==> src/rtl/cnt_ext_snap_if.sv <==
// cnt_ext_snap_if: low-counter inputs and snapshot handshake for cnt_ext_snap
interface cnt_ext_snap_if #(
    parameter int N = 17,
    parameter int M = 32
);
    logic [N-1:0]   lo_cnt;
    logic           lo_cout;
    logic           snap_req;
    logic           snap_busy;
    logic           snap_valid;
    logic [N+M-1:0] snap_val;
    logic           hi_ovf;
    modport master (output lo_cnt, lo_cout, snap_req, input snap_busy, snap_valid, snap_val, hi_ovf);
    modport slave (input lo_cnt, lo_cout, snap_req, output snap_busy, snap_valid, snap_val, hi_ovf);
endinterface

==> src/rtl/cnt_ext_snap.sv <==
// cnt_ext_snap: chunk-pipelined high-word extension of a low counter with coherent {hi,lo} snapshots.
// Optional CNT_EXT_AUTO_SNAP_EN: every low-counter wrap also requests a snapshot.
module cnt_ext_snap #(
    parameter int N = 17,
    parameter int M = 32,
    parameter int W = 8
) (
    input logic clk,
    input logic reset,
    cnt_ext_snap_if.slave bus
);
    localparam int CHUNKS = M / W;
    localparam int JW = CHUNKS > 1 ? $clog2(CHUNKS) : 1;

    typedef enum logic {IDLE, RESOLVE} state_t;
    state_t state, state_nxt;

    logic [W-1:0]      h [CHUNKS];
    logic [W-1:0]      h_sum [CHUNKS];
    logic [CHUNKS-1:1] c_r;
    logic [CHUNKS-1:0] c, co;

    logic [N-1:0]      s_lo;
    logic [W-1:0]      s_h [CHUNKS];
    logic [CHUNKS-1:0] s_c;
    logic              r, rc, req, accept, last;
    logic [JW-1:0]     j;
    logic [W-1:0]      rs;
    logic [M-1:0]      hi_res;

    // c[0] is the live carry-in so a wrap in the capture cycle is never lost
    assign c = {c_r, bus.lo_cout};

    always_comb begin
        for (int i = 0; i < CHUNKS; i++)
            {co[i], h_sum[i]} = {1'b0, h[i]} + (W+1)'(c[i]);
    end

    always_ff @(posedge clk) begin
        if (reset) begin
            for (int i = 0; i < CHUNKS; i++) h[i] <= '0;
            c_r        <= '0;
            bus.hi_ovf <= 1'b0;
        end else begin
            for (int i = 0; i < CHUNKS; i++) h[i] <= h_sum[i];
            c_r <= co[CHUNKS-2:0];
            if (co[CHUNKS-1]) bus.hi_ovf <= 1'b1;
        end
    end

`ifdef CNT_EXT_AUTO_SNAP_EN
    assign req = bus.snap_req | bus.lo_cout;
`else
    assign req = bus.snap_req;
`endif

    assign accept        = state == IDLE && req && !bus.snap_valid;
    assign last          = j == JW'(CHUNKS - 1);
    assign bus.snap_busy = state == RESOLVE;
    assign {rc, rs}      = {1'b0, s_h[j]} + (W+1)'(s_c[j]) + (W+1)'(r);

    // chunks below j are already resolved; chunk j takes this cycle's sum
    always_comb begin
        for (int i = 0; i < CHUNKS; i++)
            hi_res[i*W +: W] = JW'(i) == j ? rs : s_h[i];
    end

    always_comb begin
        state_nxt = state;
        state_nxt = state == IDLE ? (accept ? RESOLVE : IDLE) : (last ? IDLE : RESOLVE);
    end

    always_ff @(posedge clk) begin
        if (reset) state <= IDLE;
        else state <= state_nxt;
    end

    always_ff @(posedge clk) begin
        if (reset) begin
            s_lo           <= '0;
            for (int i = 0; i < CHUNKS; i++) s_h[i] <= '0;
            s_c            <= '0;
            r              <= 1'b0;
            j              <= '0;
            bus.snap_valid <= 1'b0;
            bus.snap_val   <= '0;
        end else begin
            bus.snap_valid <= state == RESOLVE && last;
            if (accept) begin
                s_lo <= bus.lo_cnt;
                for (int i = 0; i < CHUNKS; i++) s_h[i] <= h[i];
                s_c  <= c;
                r    <= 1'b0;
                j    <= '0;
            end else if (state == RESOLVE) begin
                s_h[j] <= rs;
                r      <= rc;
                j      <= j + JW'(1);
                if (last) bus.snap_val <= {hi_res, s_lo};
            end
        end
    end
endmodule

==> src/flat_wrapper.sv <==
// flat-port wrapper written by rule: the top's interface ports become plain ports
module cnt_ext_snap_flat 
#(
    parameter int N = 17,
    parameter int M = 32,
    parameter int W = 8
)
  (clk, reset, bus_lo_cnt, bus_lo_cout, bus_snap_req, bus_snap_busy, bus_snap_valid, bus_snap_val, bus_hi_ovf);
  cnt_ext_snap_if #(.N(N), .M(M)) bus_i ();
  input logic clk;
  input logic reset;
  input wire logic [$bits(bus_i.lo_cnt)-1:0] bus_lo_cnt;
  input wire logic [$bits(bus_i.lo_cout)-1:0] bus_lo_cout;
  input wire logic [$bits(bus_i.snap_req)-1:0] bus_snap_req;
  output wire logic [$bits(bus_i.snap_busy)-1:0] bus_snap_busy;
  output wire logic [$bits(bus_i.snap_valid)-1:0] bus_snap_valid;
  output wire logic [$bits(bus_i.snap_val)-1:0] bus_snap_val;
  output wire logic [$bits(bus_i.hi_ovf)-1:0] bus_hi_ovf;
  assign bus_i.lo_cnt = bus_lo_cnt;
  assign bus_i.lo_cout = bus_lo_cout;
  assign bus_i.snap_req = bus_snap_req;
  assign bus_snap_busy = bus_i.snap_busy;
  assign bus_snap_valid = bus_i.snap_valid;
  assign bus_snap_val = bus_i.snap_val;
  assign bus_hi_ovf = bus_i.hi_ovf;
  cnt_ext_snap #(.N(N), .M(M), .W(W)) u_core (.clk(clk), .reset(reset), .bus(bus_i));
endmodule
==> config.mk <==
export PLATFORM = sky130hd
export DESIGN_NAME = cnt_ext_snap_flat
export DESIGN_NICKNAME = d
export VERILOG_FILES = /design/src/rtl/cnt_ext_snap_if.sv /design/src/rtl/cnt_ext_snap.sv /design/src/flat_wrapper.sv
export SDC_FILE = /design/constraint.sdc
export NUM_CORES = 1
export LEC_CHECK = 0
export ABC_AREA = 1
export BUFFER_PORTS_ARGS = -buffer_cell sky130_fd_sc_hd__buf_4
export CAP_MARGIN = 10
export CORE_MARGIN = 2
export CORE_UTILIZATION = 52
export DETAILED_ROUTE_END_ITERATION = 10
export GPL_TIMING_DRIVEN = 0
export PLACE_DENSITY = 0.72
export REMOVE_ABC_BUFFERS = 1
export SETUP_SLACK_MARGIN = 0.15
export SKIP_LAST_GASP = 1
export SYNTH_ARGS = -nofsm -noshare
export SYNTH_HDL_FRONTEND = slang
export SYNTH_SLANG_ARGS = --single-unit
==> constraint.sdc <==
create_clock -name clk -period 5.1 [get_ports clk]
set_input_delay 0.255 -clock clk [delete_from_list [all_inputs] [get_ports clk]]
set_output_delay 0.255 -clock clk [all_outputs]
set_load 0.02 [all_outputs]
==> results.json <==
{
  "maxCapViolCount": 0,
  "syn_inst": 737,
  "outcome": "completed",
  "antenna_cells": 0,
  "finalNetCount": 833,
  "routed_wl_um": 14000,
  "fin_skew_ps": 6.34,
  "ys_async_sr_fraction_pct": 0,
  "power_density_mw_per_mm2": 360,
  "p_seq_share_pct": 47.2,
  "fillerInstances": 978,
  "slew_viol_final": 0,
  "design.die.area_mm2": 0.0126,
  "synthTopCellsByCount": "nand2_1, dfxtp_1, nor2_1",
  "path_buf_inv": 1,
  "cp_top_family": "flip-flops",
  "preCtsSetupSlack_ps": 2280,
  "area_delta_synth_final_pct": 19.8,
  "crit_slowest_cell": "dfxtp_1",
  "worstMarginPinSlew_ps": 1070,
  "timing.final.ws_setup_ps": 2260,
  "setup_viol": 0,
  "combPwrFrac_pct": 7.2,
  "arrival_ps": 2990,
  "ctsResizeCount": 0,
  "clockBufferDepth": 2,
  "htreeDepth": 4,
  "syn_area_mm2": 0.00608,
  "sw_frac_of_total_pct": 23.4,
  "end_kind": "flip-flop",
  "synth_top_area_share_pct": 37.2,
  "fp-row-count": 39,
  "yosysTopAreaCell": "dfxtp_1",
  "whs_ps": 32.0,
  "grt-ovfl-total": 0,
  "yosysUniqueCellTypes": 37,
  "cts-root-buf": "clkbuf_16",
  "min_from": "bus_lo_cnt[3]",
  "grt.met3_usage_pct": 5.24,
  "dpl_cell_area_mm2": 0.00670,
  "finalHoldViolations": 0,
  "startpoint_type": "flip-flop",
  "tns_ps": 0,
  "crit_path_max_incr_delay_ps": 870,
  "place_congestion": 0.888,
  "drt_first_pass_iters": 6,
  "synth_ff_type": "dfxtp_1",
  "peakVddDrop_mv": 0.248,
  "clock-sinks": 145,
  "die_x_um": 112,
  "clock_power_share_pct": 45.6,
  "required_ps": 5260,
  "grt_max_degree": 39,
  "rsz0062_at_grt": "false",
  "wl_per_cell_um": 14.6,
  "initialDrtViolationCount": 464,
  "met1_usage_pct": 29.2,
  "antenna_found_initial": 0,
  "grt_pass1_wl_um": 22800,
  "vias_per_cell": 5.33,
  "slew_headroom_pct": 28.6,
  "switchingPower_mw": 0.613,
  "numCtsBuffers": 17,
  "crit_top_cell": "nand2_2",
  "clk_latency_ps": 420,
  "finalCritPeriodShare_pct": 55.6,
  "die_h_um": 112,
  "clkTransAtPathRegs_ps": 60,
  "critPathMaxFanout": 18,
  "grt.busiest_layer": "met2",
  "initial_core_util_pct": 53.2,
  "cts_setup_buffers": 0,
  "dr_total_vias": 5088,
  "ys_ff_latch": 145,
  "ys.warnings.count": 0,
  "syn_avg_cell_area_um2": 8.24,
  "yosysMostFrequentCell": "nand2_1",
  "fmax_mhz": 353,
  "postCtsHoldBufs": 0,
  "grtUsageMet2_pct": 38.4,
  "fin_area_mm2": 0.00728,
  "synth_edf_count": 32,
  "internal_power_mw": 2.00,
  "grt_pass1_vias": 4904,
  "portBuffers": 72,
  "ys_top_cells_by_area": "dfxtp_1, edfxtp_1, nand2_1, o21ai_0, nor2_1",
  "ant_nets": 0,
  "crit_type": "reg -> reg",
  "cts_tree": "built",
  "min_path_type": "in -> reg",
  "fin_crit_ps": 2840,
  "io-pin-count": 73,
  "dpl.hpwl_um": 9800,
  "leakagePower_nw": 3.05,
  "core_mm2": 0.0114,
  "drive_above_1_share_pct": 16.9,
  "path_cells": "inv_8, o21ai_0, o22ai_1, fa_1, ha_1, nand3_2, nor2_4, nand2_2, nand2_2, nand3_1, o21ai_1",
  "yosysSeqAreaShare_pct": 53.0,
  "route.detailed.drc": 0,
  "grt_usage_pct": 22.9
}
[placed cells by master (no fill, tap or decap), types with 6 or more instances in the layout]
| cell type | Yosys | final |
|---|---|---|
| inv_1 | 64 | 62 |
| a21oi_1 | 42 | 42 |
| nand2_2 | 12 | 12 |
| o22ai_1 | 7 | 7 |
| edfxtp_1 | 32 | 32 |
| nand2_1 | 145 | 145 |
| ha_1 | 13 | 13 |
| nand3_1 | 38 | 38 |
| nand3_2 | 9 | 9 |
| o21ai_0 | 89 | 89 |
| clkbuf_16 | 0 | 20 |
| dfxtp_1 | 113 | 113 |
| o21ai_1 | 9 | 9 |
| nand4_1 | 6 | 6 |
| buf_4 | 0 | 72 |
| nor3_1 | 7 | 7 |
| nor2_1 | 96 | 96 |
[state kept, by name, indices dropped and copies added (netlist names), 2 cells and up, named ones only]
signal	flops
bus_snap_val	24
u_core.c_r	3
u_core.h	32
u_core.s_h	32
u_core.s_c	4
u_core.j	2
u_core.s_lo	17
u_core.bus.snap_val	25
[worst paths after layout]
| check | to | cells past startpoint | slack (ps) |
|---|---|---|---|
| worst max register to register | u_core.s_h[3][6] | 11 | 2260 |
| worst max-delay path | u_core.s_h[3][6] | 11 | 2260 |
| worst min register to register | u_core.bus.snap_val[16] | 2 | 450 |
| worst min-delay path | u_core.s_lo[3] | 3 | 30 |
[worst reg2reg max path: stages, from the launching register on]
cell     delay (ps)
dfxtp_1         870
inv_8           140
o21ai_0         210
o22ai_1         110
fa_1            460
ha_1            260
nand3_2         130
nor2_4           70
nand2_2          80
nand2_2          80
nand3_1          80
o21ai_1          80
[metal layers]
layer	routed length, um	vias to the layer above
met3	711	18
met1	6170	2396
met2	6920	127
met4	158	0
li1	-	2547
met5	0	-
[logic make-up (layout without fill, tap and decap cells)]
group	count (synthesis)	in the layout	synth area share (%)
simple gates	323	323	23.5
compound gates	154	154	13.2
flops	145	145	53.0
buf+inv	101	175	7.25
fa+ha+maj	14	14	3.01
[power groups by stage]
stage          Combinational, mW  Clock (mW)  Sequential (mW)
3_5_place_dp               0.186           0             1.26
2_1_floorplan              0.121           0             1.25
3_3_place_gp               0.177           0             1.26
6_report                   0.188        1.20             1.24
5_1_grt                    0.210        1.26             1.24
4_1_cts                    0.188        1.21             1.24
[area by class of cell]
class / count / area, um2 / area share [%]
clock buffers: 26 / 543 / 7.46
repair buffers: 75 / 616 / 8.46
clock inverters: 6 / 40.0 / 0.550
inverters: 68 / 263 / 3.61
multi-input cells: 491 / 2420 / 33.2
flip-flops and latches: 145 / 3220 / 44.3
well taps: 143 / 179 / 2.46
[through the flow]
step / power (mW) / instances / utilization, %
after floorplan: 1.37 / 704 / -
after global placement: 1.44 / 919 / 58.0
after detailed placement: 1.45 / 922 / 58.7
after CTS: 2.63 / 954 / 63.8
after global routing: 2.71 / 954 / 63.8
final: 2.62 / 954 / 63.8
Power figures use the tool's default switching activity.
